## src/rtl/dbg_vga_scanner.sv

```systemverilog
// Sweeps the debug-probe grid once per frame and writes ASCII glyphs into character RAM.
// Optional `DBG_SCAN_FREEZE_EN: freeze=1 blocks new frames and drops any pending request.
module dbg_vga_scanner #(
  parameter int ROW_FIRST = 1,
  parameter int ROW_LAST  = 6,
  parameter int ADDR_W    = 11
) (
  input  logic              i_clk,
  input  logic              i_rst,
  input  logic              i_frame_start,
  input  logic              i_freeze,
  output logic [7:0]        o_scan_row,
  output logic [7:0]        o_scan_col,
  input  logic              i_vga_space,
  input  logic [3:0]        i_vga_data,
  output logic              o_ch_we,
  output logic [ADDR_W-1:0] o_ch_addr,
  output logic [7:0]        o_ch_data,
  input  logic              i_ch_ack,
  output logic              o_busy,
  output logic              o_frame_done,
  output logic [15:0]       o_frame_cnt
);

  localparam logic [7:0] ROW_F8 = 8'(ROW_FIRST);
  localparam logic [7:0] ROW_L8 = 8'(ROW_LAST);

  typedef enum logic [2:0] {S_IDLE, S_DRIVE, S_SAMPLE, S_WRITE, S_DONE} state_t;

  state_t              r_state;
  state_t              w_next;
  logic [7:0]          r_row;
  logic [7:0]          r_col;
  logic                r_pending;
  logic [7:0]          r_data;
  logic [ADDR_W-1:0]   r_addr;
  logic [15:0]         r_cnt;
  logic                w_start;
  logic                w_pend_clr;
  logic                w_go;
  logic                w_last_col;
  logic                w_last_row;
  logic [2:0]          w_row_off;
  logic [7:0]          w_glyph;

`ifdef DBG_SCAN_FREEZE_EN
  assign w_start    = i_frame_start & ~i_freeze;
  assign w_pend_clr = i_freeze;
`else
  logic w_unused_freeze;
  assign w_unused_freeze = i_freeze;
  assign w_start    = i_frame_start;
  assign w_pend_clr = 1'b0;
`endif

  assign w_go       = w_start | (r_pending & ~w_pend_clr);
  assign w_last_col = (r_col == 8'hFF);
  assign w_last_row = (r_row == ROW_L8);
  assign w_row_off  = 3'(r_row - ROW_F8);

  // Letters use 0x37+n so that 10 lands on 'A'.
  always_comb begin
    w_glyph = 8'h20;
    if (!i_vga_space) begin
      if (i_vga_data < 4'd10) w_glyph = 8'h30 + {4'h0, i_vga_data};
      else                    w_glyph = 8'h37 + {4'h0, i_vga_data};
    end
  end

  always_ff @(posedge i_clk) begin
    if (i_rst) r_state <= S_IDLE;
    else       r_state <= w_next;
  end

  always_comb begin
    w_next = r_state;
    case (r_state)
      S_IDLE:   if (w_go) w_next = S_DRIVE;
      S_DRIVE:  w_next = S_SAMPLE;
      S_SAMPLE: w_next = S_WRITE;
      S_WRITE:  if (i_ch_ack) w_next = (w_last_col && w_last_row) ? S_DONE : S_DRIVE;
      S_DONE:   w_next = S_IDLE;
      default:  w_next = S_IDLE;
    endcase
  end

  always_ff @(posedge i_clk) begin
    if (i_rst) begin
      r_row     <= ROW_F8;
      r_col     <= 8'h00;
      r_pending <= 1'b0;
      r_data    <= 8'h00;
      r_addr    <= '0;
      r_cnt     <= 16'h0000;
    end else begin
      // A start seen while busy (including DONE) is remembered one-deep.
      if (r_state == S_IDLE) begin
        if (w_go || w_pend_clr) r_pending <= 1'b0;
      end else if (w_pend_clr) begin
        r_pending <= 1'b0;
      end else if (w_start) begin
        r_pending <= 1'b1;
      end

      case (r_state)
        S_IDLE: begin
          if (w_go) begin
            r_row <= ROW_F8;
            r_col <= 8'h00;
          end
        end
        S_SAMPLE: begin
          r_data <= w_glyph;
          r_addr <= ADDR_W'({w_row_off, r_col});
        end
        S_WRITE: begin
          if (i_ch_ack) begin
            r_col <= r_col + 8'h01;
            if (w_last_col) begin
              if (w_last_row) r_cnt <= r_cnt + 16'h0001;
              else            r_row <= r_row + 8'h01;
            end
          end
        end
        default: ;
      endcase
    end
  end

  assign o_scan_row   = r_row;
  assign o_scan_col   = r_col;
  assign o_ch_we      = (r_state == S_WRITE);
  assign o_ch_addr    = r_addr;
  assign o_ch_data    = r_data;
  assign o_busy       = (r_state != S_IDLE);
  assign o_frame_done = (r_state == S_DONE);
  assign o_frame_cnt  = r_cnt;

endmodule

```

## config.mk

```make
export PLATFORM = sky130hd
export DESIGN_NAME = dbg_vga_scanner
export DESIGN_NICKNAME = d
export VERILOG_FILES = /design/src/rtl/dbg_vga_scanner.sv
export SDC_FILE = /design/constraint.sdc
export NUM_CORES = 1
export LEC_CHECK = 0
export ABC_AREA = 1
export CORE_MARGIN = 2
export CORE_UTILIZATION = 54
export CTS_CLUSTER_DIAMETER = 100
export DETAILED_ROUTE_END_ITERATION = 10
export PLACE_DENSITY = 0.95
export SYNTH_ARGS = -nofsm -noshare
export SYNTH_HDL_FRONTEND = slang
export SYNTH_SLANG_ARGS = --single-unit
export TNS_END_PERCENT = 5
```

## constraint.sdc

```tcl
create_clock -name i_clk -period 3.6 [get_ports i_clk]
set_input_delay 1.08 -clock i_clk [delete_from_list [all_inputs] [get_ports i_clk]]
set_output_delay 1.08 -clock i_clk [all_outputs]
set_load 0.03 [all_outputs]
```

; ---- After elaboration in Yosys (flattened, before gate mapping)
; Index checks and enable logic that the tools add are counted.
; W data, S select, Z words.
[totals]
regBits = 55
input_bits = 10
out_inout_bits = 54
[op_classes]
add_sub_neg = 6
n_lt_le_gt_ge = 1
eq_ne = 10
n_mux = 17
bitwise_logic = 1
n_reduce_logical = 10
[ops]
columns = op, count
row1 = $mux W8, 7
row2 = $pmux W8 S2, 2
row3 = $add A16 B1 Y16 const B, 1
row4 = $add A8 B1 Y8 const B, 2
row5 = $add A6 B4 Y7 const A, 2
row6 = $pmux W3 S4, 1
row7 = $mux W3, 3
row8 = $eq A8 B3 Y1 const B, 1
row9 = $eq A8 B8 Y1 const B, 1
row10 = $mux W7, 1
row11 = $eq A3 B2 Y1 const B, 2
row12 = $reduce_and A5 Y1, 1
row13 = $lt A4 B4 Y1 const B, 1
row14 = $ne A2 B1 Y1 const B, 2
row15 = $ne A2 B2 Y1 const B, 2
row16 = $reduce_and A2 Y1, 2
row17 = $reduce_and A4 Y1, 1
row18 = $reduce_bool A2 Y1, 2
row19 = $eq A3 B1 Y1 const B, 1
row20 = $eq A3 B3 Y1 const B, 1
row21 = $logic_not A3 Y1, 1
row22 = $mux W1, 3
row23 = $reduce_and A3 Y1, 1
row24 = $reduce_bool A3 Y1, 1
row25 = 3 further kinds, 3

; ---- Depth between registers and ports, before layout
[logic_depth]
depth_word = 5
depth_mapped = 10
depth_no_buf = 10

; ---- Worst setup path after synthesis
; Ideal clock, no wire load.
[synth_path]
kind = register -> output
from = register r_state[2]
to = output port o_frame_done
t_arrival_ps = 1124
slack_ps = 1396
stages_incl_launch_ff = 3
cell_sequence = dfxtp_1 inv_1 nor3_1
[synth_via]
elab_chain_cells = 1
[synth_lines]
columns = element, line_no
row1 = from (decl), 30  ; state_t r_state;
row2 = from (signal assigned), 72  ; else r_state <= w_next;
row3 = $eq A3 B3 Y1, 136  ; assign o_frame_done = (r_state == S_DONE);
row4 = to (decl), 21  ; output logic o_frame_done,
; No other way between the ends.

; ---- Worst setup path after layout
[layout_path]
from = register r_state[1]
to = output port o_ch_we
[layout_via]
elab_chain_cells = 1
[layout_lines]
columns = element, line_no
row1 = $eq A3 B2 Y1, 132  ; assign o_ch_we = (r_state == S_WRITE);
row2 = to (decl), 16  ; output logic o_ch_we,
; No other way between the ends.

==> results.yml <==
status:
  status: "completed"
timing:
  fin_worst_skew_ns: 0.0108
  fmax_ghz: 0.347
  worstMarginPinSlew_ns: 0.508
  setup_tns_ns: 0
  slew_violations: 0
  rsz0062_at_grt: "false"
  timing.slew.headroom: 0.658
  finalSetupViolations: 0
  fin_crit_ns: 2.89
  finalCritPeriodShare: 0.801
  setup_ws_ns: 0.715
  hold_violations: 0
cts:
  post_cts_resized: 0
  clockBufferDepth: 2
  cts_tree: "built"
  cts_sinks: 54
  holdBufCountCts: 0
  cts-root-buf: "clkbuf_8"
  numCtsBuffers: 5
  htree_levels: 2
  clock_latency_ns: 0.31
  clk_pin_slew_worst_paths_ns: 0.10
  post-cts-setup-buffers: 0
logic_synthesis:
  yosys_register_bits: 54
  async_reset_ff_frac: 0
  synth_common_cells: "nand2_1, nor2_1, dfxtp_1"
  synthCells: 418
  yosysWarnings: 0
  synth-edff-count: 0
  synth.distinct_cells: 28
  syn_area_per_cell_um2: 6.62
  synthFlopType: "dfxtp_1"
  yosysTopAreaCell: "dfxtp_1"
  synth_seq_area_share: 0.391
  syn_area_um2: 2770
  synth_area_leaders: "dfxtp_1, nand2_1, nor2_1"
  syn_nets: 434
  synth_top_cell_area_share: 0.391
  post-synth-top-count-cell: "nand2_1"
route:
  drt_iter0_drc: 238
  via_per_inst: 5.21
  ant_nets: 0
  routed_wl_mm: 6.71
  route.vias.total: 2855
  drc_errors: 0
  wire_per_inst_um: 12.2
  drt_pass1_iterations: 4
worst_setup_path:
  endpoint_kind: "primary output"
  rr_startpoint: "o_scan_col[1]"
  critPathKind: "flip-flop to primary output"
  cp.arrival_ns: 1.81
  startpoint: "r_state[1]"
  r2r-end: "o_frame_cnt[2]"
  r2r_cells: 10
  worstPathRequired_ns: 2.52
  ff2ff_setup_slack_ns: 1.57
  crit_path_start_kind: "flip-flop"
  critPathMaxFanout: 10
  worstSetupEndpoint: "o_ch_we"
placed_design:
  pre_cts_slack_ns: 0.947
  io_buffers: 61
  hpwl_mm: 4.81
  gp_congestion: 0.905
  postPlaceCellArea_um2: 3420
pwr:
  vdd_drop_max_v: 0.000337
  p_per_area_nw_per_um2: 407
  p_leak_uw: 0.00134
floorplan:
  die_w_um: 75.6
  core_um2: 5010
  initial_core_util: 0.552
  die_h_um: 75.6
  io_pins: 64
  design.die.area_um2: 5710
  row_count: 26
cells_and_area:
  diodes: 0
  fin_util: 0.705
  nNetsFinal: 493
  postLayoutCellArea_um2: 3530
  area_delta_synth_final_pct: 27.5
  fill_cells: 419
  drive_gt1_frac: 0.0335
hold_path:
  min_path_type: "flip-flop to flip-flop"
  whs_path_depth: 2
global_routing:
  grt_pass1_wl_mm: 10.7
  grt_start_max_net_pins: 31
  antenna_found_initial: 0
  grt_overflow_total: 0
  grtUsageTotal: 0.238
  grt_pass1_vias: 2518
run:
  maxCapViolations: 0
-- final cells by class --
type                       instances  area, um2  share of cell area
tap                               70       87.6              0.0248
multi-input combinational        313       1480               0.419
clock inverter                     1       30.0             0.00851
timing repair buffer              63        626               0.177
clock buffer                       7       76.3              0.0216
inverter                          40        150              0.0425
sequential                        54       1080               0.306
-- worst min path at each step --
stage                         endpoint  slack (ns)          from
after detailed placement  o_ch_data[1]        0.46  o_ch_data[1]
after global placement    o_ch_data[0]        0.46  o_ch_data[0]
after CTS                 o_ch_data[1]        0.47  o_ch_data[1]
after global routing      o_ch_data[2]        0.51  o_ch_data[2]
after floorplan              r_pending        0.45     r_pending
final                     o_ch_data[1]        0.48  o_ch_data[1]
-- critical path, stage by stage (launching register included) --
cell	delay (ns)
dfxtp_1	0.44
nand2_2	0.10
nor2_4	0.23
clkdlybuf4s50_1	0.72
-- flip-flops by register name, summed over array words and instances, names as in the netlist --
signal	flops
o_ch_addr	11
o_ch_data	7
o_frame_cnt	16
o_scan_col	8
o_scan_row	8
r_pending	1
r_state	3
-- routing by layer --
layer	wire, um	up-vias	GRT usage	share of wire
li1	-	1454	-	-
met1	2890	1315	0.287	0.43
met4	116	0	0.0877	0.017
met3	306	13	0.0503	0.046
met5	0	-	0	0
met2	3400	73	0.415	0.51
-- layout by cell type, fill, tap and decap left out, types with 2 or more instances in the layout --
cell,synthesis,final
nand2_1,128,128
clkdlybuf4s50_1,0,61
nor2_1,58,58
dfxtp_1,54,54
a21oi_1,42,42
inv_1,39,39
o21ai_0,22,22
nand3_1,21,21
nand4_1,7,7
xnor2_1,6,6
ha_1,6,6
nor3_1,5,5
clkbuf_8,0,5
nor2_4,3,3
xor2_1,3,3
nand2_2,2,2
o21bai_1,2,2
clkbuf_1,7,2
buf_4,2,2
-- where the power goes --
group	switching, uW	internal, uW
sequential	31.1	636
clock	195	208
combinational	239	129
total	464	974
-- through the flow --
step | std cells | hold WS (ns) | total power (uW)
5_1_grt | 548 | 0.508 | 1500
4_1_cts | 548 | 0.474 | 1440
3_3_place_gp | 540 | 0.456 | 1040
3_5_place_dp | 540 | 0.460 | 1050
6_report | 548 | 0.478 | 1440
2_1_floorplan | 418 | 0.449 | 918
-- cell families after synthesis --
kind of cell	count (synthesis)	share of synthesized area
xor+xnor	9	0.0285
flops	54	0.391
compound gates	70	0.132
other cells	1	0.00135
simple gates	227	0.345
fa+ha+maj	6	0.0271
buf+inv	51	0.0750
Note: power is estimated with default switching activity, not from simulation.
==> variant 1: new RTL, config.mk and constraints unchanged <==
The parameter `ADDR_W` goes from 11 to 12.
--- a/src/rtl/dbg_vga_scanner.sv
+++ b/src/rtl/dbg_vga_scanner.sv
@@ -5,3 +5,3 @@
   parameter int ROW_LAST  = 6,
-  parameter int ADDR_W    = 11
+  parameter int ADDR_W    = 12
 ) (
Ports: changed (resized o_ch_addr); port bits go from 64 to 65. No check against the original RTL was run, so the function may have changed too.
==> variant 1 against the unedited design <==
Routed wire length down 0.58%; total power up 1.4%; utilization up 0.59 points; count of clock-buffer cells in the layout down 2; setup slack better by 0.011 ns; sequential cell count unchanged; largest power group unchanged; area after synthesis up 3.6%; design area up 2.8%.
==> variant 1: results (changes against the unedited design) <==
[metrics] number of design-rule violations left by the first detailed-router iteration: 126 (-47%)
[metrics] commonest cells in the synthesized netlist: 110 x sky130_fd_sc_hd__nand2_1, 56 x sky130_fd_sc_hd__nor2_1, 54 x sky130_fd_sc_hd__dfxtp_1
[metrics] number of register bits inferred by synthesis: 54 (unchanged)
[metrics] Post-layout nets: 489 (-0.81%)
[metrics] run status: finished, final reports clean
[metrics] worst clock skew: 0.0169 ns (+0.00602 ns)
[metrics] via count of the first global-routing pass: 2,622 (+4.1%)
[metrics] post-CTS setup-driven buffer insertion count: 0 (unchanged)
[metrics] pre-CTS setup slack: 0.996 ns (+0.0495 ns)
[metrics] share of the synthesized netlist area taken by xor and xnor gates: 0.0244 (-0.00405)
[metrics] largest vdd supply drop: 0.352 mV (+4.7%)
[metrics] fraction of the mapped netlist area in compound gates: 0.140 (+0.00761)
[metrics] share of layout cells above drive strength 1: 0.103 (+0.0699)
[metrics] mean routed wirelength per cell: 12.3 µm (+0.15%)
[metrics] GRT Total Usage: 0.228 (-0.0101)
[metrics] estimated wirelength of the detail-placed design: 4830 µm (+0.40%)
[metrics] pin count of the biggest net entering global routing: 28 (-9.7%)
[metrics] drt via density: 5.26 (+0.95%)
[metrics] class of the tightest hold or removal check: flop to flop
[metrics] sequential-to-total area share from yosys stat: 0.377 (-0.0136)
[metrics] aggregate global routing overflow: 0 (unchanged)
[metrics] flip-flop cell with the highest count after synthesis: sky130_fd_sc_hd__dfxtp_1
[metrics] max FFs per register: 16 (unchanged)
[metrics] Final GP Congestion: 0.913 (+0.86%)
[metrics] number of unique standard cell types used by synthesis: 31 (+11%)
[metrics] First-pass DRT Iterations: 5 (+1)
[metrics] cells taking the most area after synthesis: sky130_fd_sc_hd__dfxtp_1 38%, sky130_fd_sc_hd__nand2_1 14%, sky130_fd_sc_hd__nor2_1 7.3%
[metrics] fraction of the mapped netlist area in adder cells: 0.0262 (-0.000947)
[metrics] # fillers: 429 (+2.4%)
[metrics] Critical Path Fanout Max: 7 (-3)
[metrics] first-pass GRT wire length: 11,200 µm (+4.6%)
[metrics] Leak Pwr: 0.00131 µW (-2.3%)
variant 1: worst reg2reg max path, delay by kind of cell, from the launching register on:
kind                       cells  cell delay, ns
DFF                            1            0.43
and+or+nand+nor                6            0.68
adders and majority gates      1            0.25
buffers and inverters          3            0.44
variant 1: logic make-up (layout without fill, tap and decap cells):
group,after synthesis,count (layout)
xor gates and xnor gates,8,8
and+or+nand+nor,225,225
DFF,54,54
other,1,2
adders and majority gates,6,6
AOI/OAI and AO/OA,70,70
buffers and inverters,50,109
variant 1: final timing paths:
path | startpoint | end | slack, ns | depth (start not counted)
worst max-delay path | r_state[0] | o_ch_we | 0.73 | 3
worst min-delay path | o_ch_data[4] | o_ch_data[4] | 0.47 | 2
worst max register to register | o_scan_col[0] | o_frame_cnt[2] | 1.68 | 10
worst min register to register | o_ch_data[4] | o_ch_data[4] | 0.47 | 2
variant 1: cell type report:
type                            instances  share of cell area
Clock buffer                            5              0.0190
Timing Repair Buffer                   63               0.172
Inverter                               38              0.0407
Tap cell                               70              0.0241
Sequential cell                        54               0.298
Clock inverter                          3              0.0131
Multi-Input combinational cell        311               0.433
variant 1: stage by stage:
step	area, µm²	cells	power [µW]
final	3630	544	1460
after global placement	3510	536	1030
after detailed placement	3510	536	1050
after global routing	3630	544	1530
after floorplan	2870	415	924
after CTS	3630	544	1470
variant 1: routing by layer:
layer	vias to the layer above	global-route usage	routed length, µm
li1	1447	-	-
met1	1306	0.270	2800
met2	95	0.405	3360
met3	13	0.0365	387
met4	0	0.0964	120
met5	-	0	0
variant 1: power by group:
part           total (µW)  switching (µW)  internal [µW]
sequential            665            32.0            634
combinational         367             236            131
clock                 426             213            213
==> variant 2: new RTL, config.mk and constraints unchanged <==
Made on the original files. Reset style: asynchronous (`i_rst`), changed in 2 clocked blocks.
--- a/src/rtl/dbg_vga_scanner.sv
+++ b/src/rtl/dbg_vga_scanner.sv
@@ -69,3 +69,3 @@
 
-  always_ff @(posedge i_clk) begin
+  always_ff @(posedge i_clk or posedge i_rst) begin
     if (i_rst) r_state <= S_IDLE;
@@ -86,3 +86,3 @@
 
-  always_ff @(posedge i_clk) begin
+  always_ff @(posedge i_clk or posedge i_rst) begin
     if (i_rst) begin
Check against the original RTL: differs if i_rst is asserted again (counterexample within 4 cycles, from zero or initial values and one cycle with i_rst high); with i_rst held inactive, the same outputs for 10 cycles.
==> variant 2 against the unedited design <==
Setup slack worse by 0.17 ns; area after synthesis grew 9.9%; synthesized cell count decreased by 4.1%; routed wire length up 6.2%; design area rose by 7.1%; sequential cell count unchanged; critical path depth unchanged.
Power is not compared: it rests on default switching activity, and its combinational part moved more than twofold at a synthesized area within 25%.
==> variant 2: results (changes against the unedited design) <==
[metrics] slowest cell on the critical path: sky130_fd_sc_hd__clkdlybuf4s50_1
[metrics] First-pass DRT Iterations: 4 (unchanged)
[metrics] post-CTS setup-driven buffer insertion count: 0 (unchanged)
[metrics] stage delay of the slowest cell on the critical path: 0.75 ns (+0.03 ns)
[metrics] Synth async-reset ratio: 1.00 (+1.00)
[metrics] number of design-rule violations left by the first detailed-router iteration: 139 (-42%)
[metrics] Leak Pwr: 0.00183 µW
[metrics] diode count: 0 (unchanged)
[metrics] share of layout cells above drive strength 1: 0.0846 (+0.0511)
[metrics] Post-layout nets: 476 (-3.4%)
[metrics] CTS H-Tree Depth: 2 (unchanged)
[metrics] commonest cells in the synthesized netlist: 137 x sky130_fd_sc_hd__nand2_1, 53 x sky130_fd_sc_hd__dfrtp_1, 40 x sky130_fd_sc_hd__inv_1
[metrics] drt total wl: 7130 µm (+6.2%)
[metrics] number of unique standard cell types used by synthesis: 32 (+14%)
[metrics] pin count of the biggest net entering global routing: 30 (-3.2%)
[metrics] max FFs per register: 16 (unchanged)
[metrics] Post-Synthesis Net Count: 417 (-3.9%)
[metrics] run status: finished, final reports clean
[metrics] Data arrival, critical path: 1.97 ns (+0.16 ns)
[metrics] IO Port Bufs: 61 (unchanged)
[metrics] number of vias after detailed routing: 2,770 (-3.0%)
[metrics] class of the tightest hold or removal check: flop to flop
[metrics] cell with the most instances after synthesis: sky130_fd_sc_hd__nand2_1
[metrics] worst slew slack as a fraction of its limit: 0.384 (-0.274)
[metrics] Clock Pin Slew Worst Setup and Hold Paths: 0.10 ns (about the same)
[metrics] worst-case clock buffer depth: 2 (unchanged)
[metrics] r2r setup slk: 1.48 ns (-0.09 ns)
[metrics] GRT Total Usage: 0.240 (+0.00220)
[metrics] worst clock skew: 0.0105 ns (-0.000386 ns)
[metrics] sequential-to-total area share from yosys stat: 0.444 (+0.0539)
[metrics] number of clock buffers inserted by TritonCTS: 5 (unchanged)
[metrics] estimated wirelength of the detail-placed design: 5310 µm (+10%)
[metrics] number of antenna violations at the first check in global routing: 0 (unchanged)
[metrics] Final GP Congestion: 0.846 (-6.5%)
[metrics] number of warnings reported in the yosys synthesis log: 0 (unchanged)
[metrics] first-pass GRT wire length: 11,900 µm (+12%)
[metrics] Critical Path Fanout Max: 12 (+2)
[metrics] clock root buffer master: sky130_fd_sc_hd__clkbuf_8
[metrics] cells taking the most area after synthesis: sky130_fd_sc_hd__dfrtp_1 44%, sky130_fd_sc_hd__nand2_1 17%, sky130_fd_sc_hd__inv_1 4.9%
## variant 2: cell types whose count changed after synthesis, sizes merged, moves of 3 or more
cell,delta
nand2,+19
inv,+3
xor2,+6
a21oi,-35
dfxtp,-54
o21ai,+14
buf,+6
nor3,-4
dfrtp,+53
nor2,-18
clkbuf,-6
## variant 2: cells by family after synthesis
kind of cell | after synthesis | synth area share
buffers and inverters | 54 | 0.0789
muxes | 1 | 0.00370
and+or+nand+nor | 227 | 0.333
other | 1 | 0.00123
adders and majority gates | 6 | 0.0247
AOI/OAI and AO/OA | 45 | 0.0761
DFF | 54 | 0.444
xor gates and xnor gates | 13 | 0.0374
## variant 2: layout make-up
cell class	instances	area (µm²)
Tap cell	72	90.1
Clock inverter	2	17.5
Inverter	43	161
Clock buffer	6	82.6
Sequential cell	54	1350
Timing Repair Buffer	63	626
Fill cell	443	1690
Multi-Input combinational cell	293	1450
## variant 2: worst paths after layout
kind	endpoint	from	cells past startpoint
hold / removal	o_ch_addr[1]	o_ch_addr[1]	2
min in group asynchronous	o_frame_cnt[3]	i_rst	2
hold reg to reg	o_ch_addr[1]	o_ch_addr[1]	2
setup reg to reg	o_frame_cnt[8]	o_scan_row[0]	8
max in group asynchronous	o_scan_row[0]	i_rst	3
setup / recovery	o_ch_we	r_state[1]	3
## variant 2: metrics by stage
stage / cell area (µm²) / instances / util / hold slack, ns / worst slack, ns
global placement: 3680 / 525 / 0.672 / 0.465 / 0.869
finish: 3780 / 533 / 0.691 / 0.491 / 0.545
floorplan: 3040 / 401 / - / 0.479 / 1.21
CTS: 3780 / 533 / 0.691 / 0.496 / 0.563
detailed placement: 3680 / 525 / 0.672 / 0.471 / 0.791
global route: 3780 / 533 / 0.691 / 0.537 / 0.486
## variant 2: power breakdown
group / switching, µW / total [µW] / internal, µW
sequential: 121 / 839 / 718
combinational: 639 / 977 / 338
clock: 206 / 364 / 159
## variant 2: worst max-delay path: cells and delay by family, from the launching register on
| family | cells | cell delay, ns |
|---|---|---|
| buffers and inverters | 1 | 0.75 |
| flip-flops | 1 | 0.53 |
| AND/OR/NAND/NOR | 2 | 0.39 |
## variant 2: metal layers
metal | up-vias | global-route usage | part of all wire
met4 | 0 | 0.0621 | 0.014
met5 | - | 0 | 0
met2 | 78 | 0.449 | 0.52
met1 | 1308 | 0.279 | 0.41
met3 | 9 | 0.0466 | 0.051
li1 | 1375 | - | -
